**src/rtl/mem_1r1w_masked_pkg.sv**
```systemverilog
// Shared types and helpers for the lowered memory family: clear-FSM state,
// address-width helper and the legal read-latency window.
package mem_lower_pkg;

  typedef enum logic {
    CLEAR = 1'b0,
    READY = 1'b1
  } clr_state_e;

  localparam int RL_MIN = 1;
  localparam int RL_MAX = 4;

  // Address width for n words; a single-word memory still gets one address bit.
  function automatic int clog2_min1(input int n);
    int r;
    r = 0;
    for (int i = 0; i < 32; i++) begin
      if ((64'(1) << r) < 64'(n)) r = r + 1;
    end
    return (r < 1) ? 1 : r;
  endfunction

endpackage

```
**src/rtl/mem_1r1w_masked_if.sv**
```systemverilog
// Read/write port bundle of mem_1r1w_masked. There is no backpressure per
// request: a read or write is accepted on any clk edge where ready && *_en.
interface mem_1r1w_masked_if
  import mem_lower_pkg::*;
#(
  parameter int DEPTH     = 32,
  parameter int WIDTH     = 64,
  parameter int MASK_GRAN = 8
);
  localparam int AW = clog2_min1(DEPTH);
  localparam int MW = WIDTH / MASK_GRAN;

  logic             ready;
  logic [AW-1:0]    R0_addr;
  logic             R0_en;
  logic [WIDTH-1:0] R0_data;
  logic             R0_valid;
  logic [AW-1:0]    W0_addr;
  logic             W0_en;
  logic [WIDTH-1:0] W0_data;
  logic [MW-1:0]    W0_mask;

  modport master (
    input  ready, R0_data, R0_valid,
    output R0_addr, R0_en, W0_addr, W0_en, W0_data, W0_mask
  );

  modport slave (
    output ready, R0_data, R0_valid,
    input  R0_addr, R0_en, W0_addr, W0_en, W0_data, W0_mask
  );

endinterface

```
**src/rtl/mem_1r1w_masked_clear_seq.sv**
```systemverilog
// After-reset clear sequencer: walks every address once writing zero, then
// parks in READY for good.
module mem_clear_seq
  import mem_lower_pkg::*;
#(
  parameter int DEPTH     = 32,
  parameter int INIT_ZERO = 1,
  localparam int AW       = clog2_min1(DEPTH)
) (
  input  logic          clk,
  input  logic          rst_n,
  output logic          ready_o,
  output logic          clr_we_o,
  output logic [AW-1:0] clr_addr_o,
  output clr_state_e    state_o
);

  localparam clr_state_e    RESET_STATE = (INIT_ZERO != 0) ? CLEAR : READY;
  localparam logic [AW-1:0] LAST_ADDR   = AW'(DEPTH - 1);

  clr_state_e    state_q, state_d;
  logic [AW-1:0] addr_q, addr_d;

  always_ff @(posedge clk or negedge rst_n) begin
    if (!rst_n) begin
      state_q <= RESET_STATE;
      addr_q  <= '0;
    end else begin
      state_q <= state_d;
      addr_q  <= addr_d;
    end
  end

  always_comb begin
    state_d = state_q;
    addr_d  = addr_q;
    if (state_q == CLEAR) begin
      if (addr_q == LAST_ADDR) begin
        state_d = READY;
        addr_d  = '0;
      end else begin
        addr_d  = addr_q + AW'(1);
      end
    end
  end

  always_comb begin
    ready_o    = (state_q == READY);
    clr_we_o   = (state_q == CLEAR);
    clr_addr_o = addr_q;
    state_o    = state_q;
  end

endmodule

```
**src/rtl/mem_1r1w_masked.sv**
```systemverilog
// Simple-dual-port memory with per-granule write mask, post-reset clear,
// selectable collision semantics and a READ_LATENCY-deep read pipeline.
module mem_1r1w_masked
  import mem_lower_pkg::*;
#(
  parameter int DEPTH        = 32,
  parameter int WIDTH        = 64,
  parameter int MASK_GRAN    = 8,
  parameter int READ_LATENCY = 1,
  parameter int WRITE_FIRST  = 1,
  parameter int INIT_ZERO    = 1
) (
  input  logic                clk,
  input  logic                rst_n,
  mem_1r1w_masked_if.slave    bus,
  output clr_state_e          clr_state_o
);

  localparam int AW = clog2_min1(DEPTH);
  localparam int MW = WIDTH / MASK_GRAN;

  if (WIDTH % MASK_GRAN != 0) begin : g_bad_gran
    $error("mem_1r1w_masked: WIDTH must be a multiple of MASK_GRAN");
  end
  if (READ_LATENCY < RL_MIN || READ_LATENCY > RL_MAX) begin : g_bad_lat
    $error("mem_1r1w_masked: READ_LATENCY out of range");
  end

  logic          ready;
  logic          clr_we;
  logic [AW-1:0] clr_addr;

  mem_clear_seq #(
    .DEPTH     (DEPTH),
    .INIT_ZERO (INIT_ZERO)
  ) u_clear_seq (
    .clk        (clk),
    .rst_n      (rst_n),
    .ready_o    (ready),
    .clr_we_o   (clr_we),
    .clr_addr_o (clr_addr),
    .state_o    (clr_state_o)
  );

  logic [WIDTH-1:0] mem_q [DEPTH];

  logic             w_in_range, r_in_range;
  logic             user_we, rd_fire, collide;
  logic [WIDTH-1:0] w_old, w_merged, rd_now;
  logic             wr_en;
  logic [AW-1:0]    wr_addr;
  logic [WIDTH-1:0] wr_data;

  always_comb begin
    w_in_range = (32'(bus.W0_addr) < DEPTH);
    r_in_range = (32'(bus.R0_addr) < DEPTH);
    user_we    = ready && bus.W0_en && w_in_range;
    rd_fire    = ready && bus.R0_en;
    collide    = user_we && (bus.W0_addr == bus.R0_addr);
    w_old      = w_in_range ? mem_q[bus.W0_addr] : '0;
    w_merged   = w_old;
    for (int g = 0; g < MW; g++) begin
      if (bus.W0_mask[g]) w_merged[g*MASK_GRAN +: MASK_GRAN] = bus.W0_data[g*MASK_GRAN +: MASK_GRAN];
    end
    // Out-of-range reads still complete, returning zero.
    if (!r_in_range)                      rd_now = '0;
    else if (collide && WRITE_FIRST != 0) rd_now = w_merged;
    else                                  rd_now = mem_q[bus.R0_addr];
  end

  // The clear sequencer only writes while ready is low, so it never races W0.
  always_comb begin
    wr_en   = clr_we || user_we;
    wr_addr = clr_we ? clr_addr : bus.W0_addr;
    wr_data = clr_we ? '0 : w_merged;
  end

  always_ff @(posedge clk) begin
    if (wr_en) mem_q[wr_addr] <= wr_data;
  end

  logic [READ_LATENCY-1:0] vld_q;
  logic [WIDTH-1:0]        dat_q [READ_LATENCY];

  // Each stage only advances data behind a valid, so R0_data holds between reads.
  always_ff @(posedge clk or negedge rst_n) begin
    if (!rst_n) begin
      vld_q <= '0;
      for (int i = 0; i < READ_LATENCY; i++) dat_q[i] <= '0;
    end else begin
      vld_q[0] <= rd_fire;
      if (rd_fire) dat_q[0] <= rd_now;
      for (int i = 1; i < READ_LATENCY; i++) begin
        vld_q[i] <= vld_q[i-1];
        if (vld_q[i-1]) dat_q[i] <= dat_q[i-1];
      end
    end
  end

  assign bus.ready    = ready;
  assign bus.R0_valid = vld_q[READ_LATENCY-1];
  assign bus.R0_data  = dat_q[READ_LATENCY-1];

endmodule

```
**src/flat_wrapper.sv**
```systemverilog
// flat-port wrapper written by rule: the top's interface ports become plain ports
module mem_1r1w_masked_flat import mem_lower_pkg::*;
#(
  parameter int DEPTH        = 32,
  parameter int WIDTH        = 64,
  parameter int MASK_GRAN    = 8,
  parameter int READ_LATENCY = 1,
  parameter int WRITE_FIRST  = 1,
  parameter int INIT_ZERO    = 1
)
  (clk, rst_n, clr_state_o, bus_ready, bus_R0_data, bus_R0_valid, bus_R0_addr, bus_R0_en, bus_W0_addr, bus_W0_en, bus_W0_data, bus_W0_mask);
  mem_1r1w_masked_if #(.DEPTH(DEPTH), .WIDTH(WIDTH), .MASK_GRAN(MASK_GRAN)) bus_i ();
  input  logic clk;
  input  logic rst_n;
  output clr_state_e clr_state_o;
  output wire logic [$bits(bus_i.ready)-1:0] bus_ready;
  output wire logic [$bits(bus_i.R0_data)-1:0] bus_R0_data;
  output wire logic [$bits(bus_i.R0_valid)-1:0] bus_R0_valid;
  input wire logic [$bits(bus_i.R0_addr)-1:0] bus_R0_addr;
  input wire logic [$bits(bus_i.R0_en)-1:0] bus_R0_en;
  input wire logic [$bits(bus_i.W0_addr)-1:0] bus_W0_addr;
  input wire logic [$bits(bus_i.W0_en)-1:0] bus_W0_en;
  input wire logic [$bits(bus_i.W0_data)-1:0] bus_W0_data;
  input wire logic [$bits(bus_i.W0_mask)-1:0] bus_W0_mask;
  assign bus_ready = bus_i.ready;
  assign bus_R0_data = bus_i.R0_data;
  assign bus_R0_valid = bus_i.R0_valid;
  assign bus_i.R0_addr = bus_R0_addr;
  assign bus_i.R0_en = bus_R0_en;
  assign bus_i.W0_addr = bus_W0_addr;
  assign bus_i.W0_en = bus_W0_en;
  assign bus_i.W0_data = bus_W0_data;
  assign bus_i.W0_mask = bus_W0_mask;
  mem_1r1w_masked #(.DEPTH(DEPTH), .WIDTH(WIDTH), .MASK_GRAN(MASK_GRAN), .READ_LATENCY(READ_LATENCY), .WRITE_FIRST(WRITE_FIRST), .INIT_ZERO(INIT_ZERO)) u_core (.clk(clk), .rst_n(rst_n), .bus(bus_i), .clr_state_o(clr_state_o));
endmodule
```
**config.mk**
```make
export PLATFORM = sky130hd
export DESIGN_NAME = mem_1r1w_masked_flat
export DESIGN_NICKNAME = d
export VERILOG_FILES = /design/src/rtl/mem_1r1w_masked_pkg.sv /design/src/rtl/mem_1r1w_masked_if.sv /design/src/rtl/mem_1r1w_masked_clear_seq.sv /design/src/rtl/mem_1r1w_masked.sv /design/src/flat_wrapper.sv
export SDC_FILE = /design/constraint.sdc
export NUM_CORES = 2
export LEC_CHECK = 0
export CAP_MARGIN = 20
export CORE_ASPECT_RATIO = 1.1
export CORE_MARGIN = 3
export CORE_UTILIZATION = 52
export DETAILED_ROUTE_END_ITERATION = 8
export MAX_ROUTING_LAYER = met4
export PLACE_DENSITY = 0.75
export SYNTH_ARGS = -nofsm -noshare
export SYNTH_HDL_FRONTEND = slang
export SYNTH_SLANG_ARGS = --single-unit
```
**constraint.sdc**
```tcl
create_clock -name clk -period 7.2 [get_ports clk]
set_input_delay 1.44 -clock clk [delete_from_list [all_inputs] [get_ports clk]]
set_output_delay 1.44 -clock clk [all_outputs]
set_load 0.05 [all_outputs]
```
Yosys cells after proc, flatten, opt, wreduce, memory -nomap -nowiden
Memory sizes are Yosys's and may differ from the RTL's. A register that Yosys moved wholly into a read port is not among the register bits.
Cells that the tools add are included.
- reductions and logical operators: 4
- mux-type cells: 15
- equality and inequality tests: 1
- bitwise gates (word level): 1
- add/sub/neg operators: 1
- operator list (kind ; number):
    64-bit two-way mux ; 1
    8-bit two-way mux ; 8
    5-bit two-way mux ; 2
    5-bit by 1-bit adder with 5-bit output (second input constant) ; 1
    5-bit equality test (second input constant) ; 1
    1-bit two-way mux ; 4
    1-bit logical AND ; 2
    1-bit logical NOT ; 1
    1-bit logical OR ; 1
    1-bit NOT ; 1
- word-level logic and storage cells: 26
- memory bits (writable): 2048
- memories kept: 1
- flip-flop bits (word level): 7
- memory list (memory ; depth ; bits a word ; rd ports ; clocked after Yosys merged registers in ; wr ports ; line ; source):
    u_core.mem_q ; 32 ; 64 ; 2 ; 1 ; 1 ; mem_1r1w_masked.sv:45 ; logic [WIDTH-1:0] mem_q [DEPTH];

Depth between registers and ports, before layout
- depth after elaboration: 4
- depth in mapped cells: 12
- mapped depth without buffers: 6

Cells and area by module
Synthesis repeated with hierarchy kept, for this count alone.
- cell total of the unflattened synthesis: 5023
- area total of the unflattened synthesis: 97279.5 um2
- by module, submodules not included (module ; cells each ; area each (um2) ; seq. area each (um2) ; instances):
    mem_1r1w_masked ; 4999 ; 96998.0 ; 63125.5 ; 1
    mem_clear_seq ; 24 ; 281.5 ; 150.1 ; 1

Least setup slack after synthesis
OpenSTA, ideal clock, no wires.
- kind: input to register
- start point: input port bus_W0_addr[0]
- end point: memory u_core.mem_q[26][0] (enable)
- setup slack: 1.294 ns
- path buffers: 6
- stages: 9
- data arrival time: 5.420 ns
- data required time: 6.714 ns
- path through: buf_6 buf_6 buf_6 buf_8 buf_6 buf_4 nor2b_1 a32oi_1 nor2_1
- longest elaborated chain between the ends: 1
- ends and longest elaborated chain (element ; line ; source):
    start, declared ; flat_wrapper.sv:21 ; input wire logic [$bits(bus_i.W0_addr)-1:0] bus_W0_addr;
    5-bit two-way mux ; mem_1r1w_masked.sv:74 ; wr_addr = clr_we ? clr_addr : bus.W0_addr;
    end, declared ; mem_1r1w_masked.sv:45 ;
No other way between the ends.

==> impl_metrics.tcl <==
set metrics [dict create \
    syn_inst 5763 \
    cts.sinks 2119 \
    cts_resized 0 \
    synthArstFlopShare_pct 3.35 \
    timing.final.crit_period_ns 4.56 \
    drc_errors 3 \
    drtPass1Iterations 9 \
    timing.rr.start "u_core.u_clear_seq.ready_o" \
    seqPwrFrac_pct 50.4 \
    die-area_um2 196000 \
    cts_hold_buf 0 \
    worst_path_largest_cell_delay_ns 0.90 \
    synth_top_area_share_pct 62.0 \
    finalPower_mw 27.9 \
    numCtsBuffers 205 \
    synth_area_um2 99200 \
    hold_viol 0 \
    postCtsSetupBuffers 0 \
    critPathSlowestCell "clkdlybuf4s50_1" \
    syn2layout_area_growth_pct 12.1 \
    fin_setup_tns_ns 0 \
    post-route-period-util_pct 63.3 \
    path_clk_slew_ns 0.06 \
    initial_utilization_pct 52.5 \
    clock.fmax_mhz 220 \
    drv_slew 0 \
    fillers 13800 \
    tightest_slew_ns 1.28 \
    path_cells "clkdlybuf4s50_1, inv_1, nand2_1, a2111oi_0, o21a_1, a211oi_2, buf_4, o211a_1" \
    r2r_end "u_core.mem_q[18][27]" \
    synthFlopType "edfxtp_1" \
    wl_per_cell_um 40.7 \
    final_layout_size_suffix_gt1_share_pct 22.9 \
    drt-initial-drc-count 12400 \
    hold-worst-slack_ns 0.490 \
    end_kind "flop" \
    crit_type "input pin to flop" \
    die_y_um 464 \
    coreArea_um2 189000 \
    grt_pass1_wl_mm 489 \
    hold_path_end "u_core.bus.R0_data[23]" \
    grt_pass1_vias 64600 \
    postPlaceCellArea_um2 104000 \
    relSlewSlack_pct 14.5 \
    r2r_slack_ns 3.21 \
    ys_ff_latch 2119 \
    skew_ns 0.0561 \
    hold_depth 2 \
    rsz0062_at_grt "false" \
    insertion_delay_ns 0.88 \
    drt-total-wl_mm 353 \
    irDropWorstVdd_v 0.000225 \
    cts_root_buf "clkbuf_16" \
    intPower_mw 21.0 \
    switchingPower_mw 6.91 \
    swShare_pct 24.8 \
    p_clk_share_pct 39.3 \
    synth_area_leader_cell "edfxtp_1" \
    p_leak_nw 36.6 \
    seq_area_frac_synth_pct 63.8 \
    cts_max_level 4 \
    grt-ovfl-total 0 \
    die_w_um 422 \
    syn_avg_cell_area_um2 17.2 \
    portBuffers 152 \
    finalSetupViolations 0 \
    p_per_area_nw_per_um2 251 \
    critPathMaxFanout 17 \
    syn-num-nets 5851 \
    ctsLongestPathBuffers 3 \
    synth.area.top_cells "edfxtp_1 (62%), mux4_2 (14%), mux2i_1 (7.8%), a22oi_1 (2.6%), dfrtp_1 (1.8%)" \
    final_area_um2 111000 \
    synth.distinct_cells 86 \
    dpl.hpwl_mm 204 \
    status "complete, but fails checks" \
    cap_violations 0 \
    start_kind "input pin" \
    nets 6017 \
    ant_nets 0 \
    hp-start "u_core.bus.R0_data[23]" \
    hp-class "flop to flop" \
    ys_warn_count 0 \
    violations "design-rule violations" \
    viasPerCell 7.56 \
    pin_count 153 \
    p_comb_share_pct 10.4 \
    r2r_cells 5 \
    via_count 65600 \
    required_ns 8.02 \
    cts_tree "yes" \
    antenna_found_initial 14 \
    rows 167 \
    synth_edf_count 2048 \
    grt_max_degree 122 \
    crit_arrival_ns 5.37 \
    grtUsageTotal_pct 36.5 \
    gp_congestion 0.945 \
]
==> registers in the layout, summed over array words and instances (netlist names) <==
name / cells
u_core.bus.R0_data: 64
u_core.bus.R0_valid: 1
u_core.mem_q: 2048
u_core.u_clear_seq.clr_addr_o: 5
u_core.u_clear_seq.ready_o: 1
==> power by group through the flow <==
stage | logic, mW | clock network, mW | registers (mW)
after floorplan | 1.56 | 0 | 14.4
after global placement | 2.73 | 0 | 14.3
after detailed placement | 2.78 | 0 | 14.3
after CTS | 2.79 | 10.9 | 14.0
after global routing | 2.96 | 11.5 | 14.0
final | 2.89 | 10.9 | 14.0
==> routing by layer <==
layer	global-route usage (%)	wire [um]	vias to the layer above
met1	44.3	114000	32900
met3	12.4	54300	1635
met5	-	0	-
met2	52.1	155000	6460
li1	-	-	24600
met4	24.4	29300	0
==> how the worst max path moves through the flow <==
| stage | startpoint | end | slack [ns] |
|---|---|---|---|
| detailed placement | bus_W0_addr[3] | u_core.mem_q[10][17] | 1.95 |
| CTS | bus_W0_addr[3] | u_core.mem_q[8][17] | 2.88 |
| finish | bus_W0_mask[6] | u_core.bus.R0_data[51] | 2.64 |
| global placement | bus_W0_addr[0] | u_core.bus.R0_data[22] | 1.97 |
| floorplan | bus_W0_addr[0] | u_core.mem_q[26][0] | 1.29 |
| global route | bus_W0_addr[0] | u_core.bus.R0_data[44] | 2.56 |
==> cell usage in the layout (no fill, tap or decap), drive strengths merged, types with 45 or more instances in the layout <==
cell              n
o22ai            78
mux4            622
a22oi           346
clkinv           88
dfrtp            71
edfxtp         2048
nor2            131
a21oi           103
nand4            64
buf             273
a211oi           69
clkdlybuf4s50   141
nand3           129
clkbuf          275
a31oi            45
o21ai           135
mux2             61
mux2i           769
nand2           195
==> Yosys cell counts, drive strengths merged, types with 9 or more instances <==
library cell,number
nor3b,9
nand4,64
a2111oi,25
edfxtp,2048
mux4,622
nor3,27
mux2,61
a22o,37
and3,12
o211ai,22
nand2,195
o21ai,135
nand2b,36
a221oi,11
o221a,11
mux2i,769
nand3,129
or4,12
a22oi,346
or2,16
or3,20
buf,311
o211a,13
nor2,131
clkbuf,144
and2,13
dfrtp,71
o2111a,10
a211oi,69
o221ai,9
a31oi,45
a21oi,103
o22ai,78
nor2b,37
inv,16
o2111ai,18
==> worst max-delay path, delay by kind of cell <==
family	cells	cell delay (ns)
AOI/OAI and AO/OA	4	1.45
and+or+nand+nor	1	0.68
buffers and inverters	3	1.78
==> final cells by class <==
type / instances / area (um^2) / area share (%)
Sequential cell: 2119 / 63300 / 56.9
Multi-Input combinational cell: 3172 / 33700 / 30.3
Clock buffer: 275 / 5610 / 5.05
Timing Repair Buffer: 414 / 4010 / 3.61
Tap cell: 2535 / 3170 / 2.85
Clock inverter: 114 / 1250 / 1.13
Inverter: 17 / 66.3 / 0.0597
Antenna cell: 25 / 62.6 / 0.0563
==> logic make-up (layout without fill, tap and decap cells) <==
kind of cell    Yosys count  after routing  synth area share (%)
flops                  2119           2119                  63.8
mux                    1452           1452                  22.6
compound gates          989            989                  7.14
simple gates            723            723                  3.65
buf+inv                 472            820                  2.74
xor+xnor                  6              6                0.0530
fa+ha+maj                 2              2                0.0252
other cells               0             25                     0
==> per-stage QoR <==
step                utilization (%)  worst slack [ns]  instances
floorplan                         -              1.29       5763
global placement               55.1              1.97       8247
detailed placement             55.1              1.95       8251
CTS                            58.8              2.88       8640
global route                   58.8              2.56       8665
finish                         58.9              2.64       8671
Note: power is estimated with default switching activity, not from simulation.
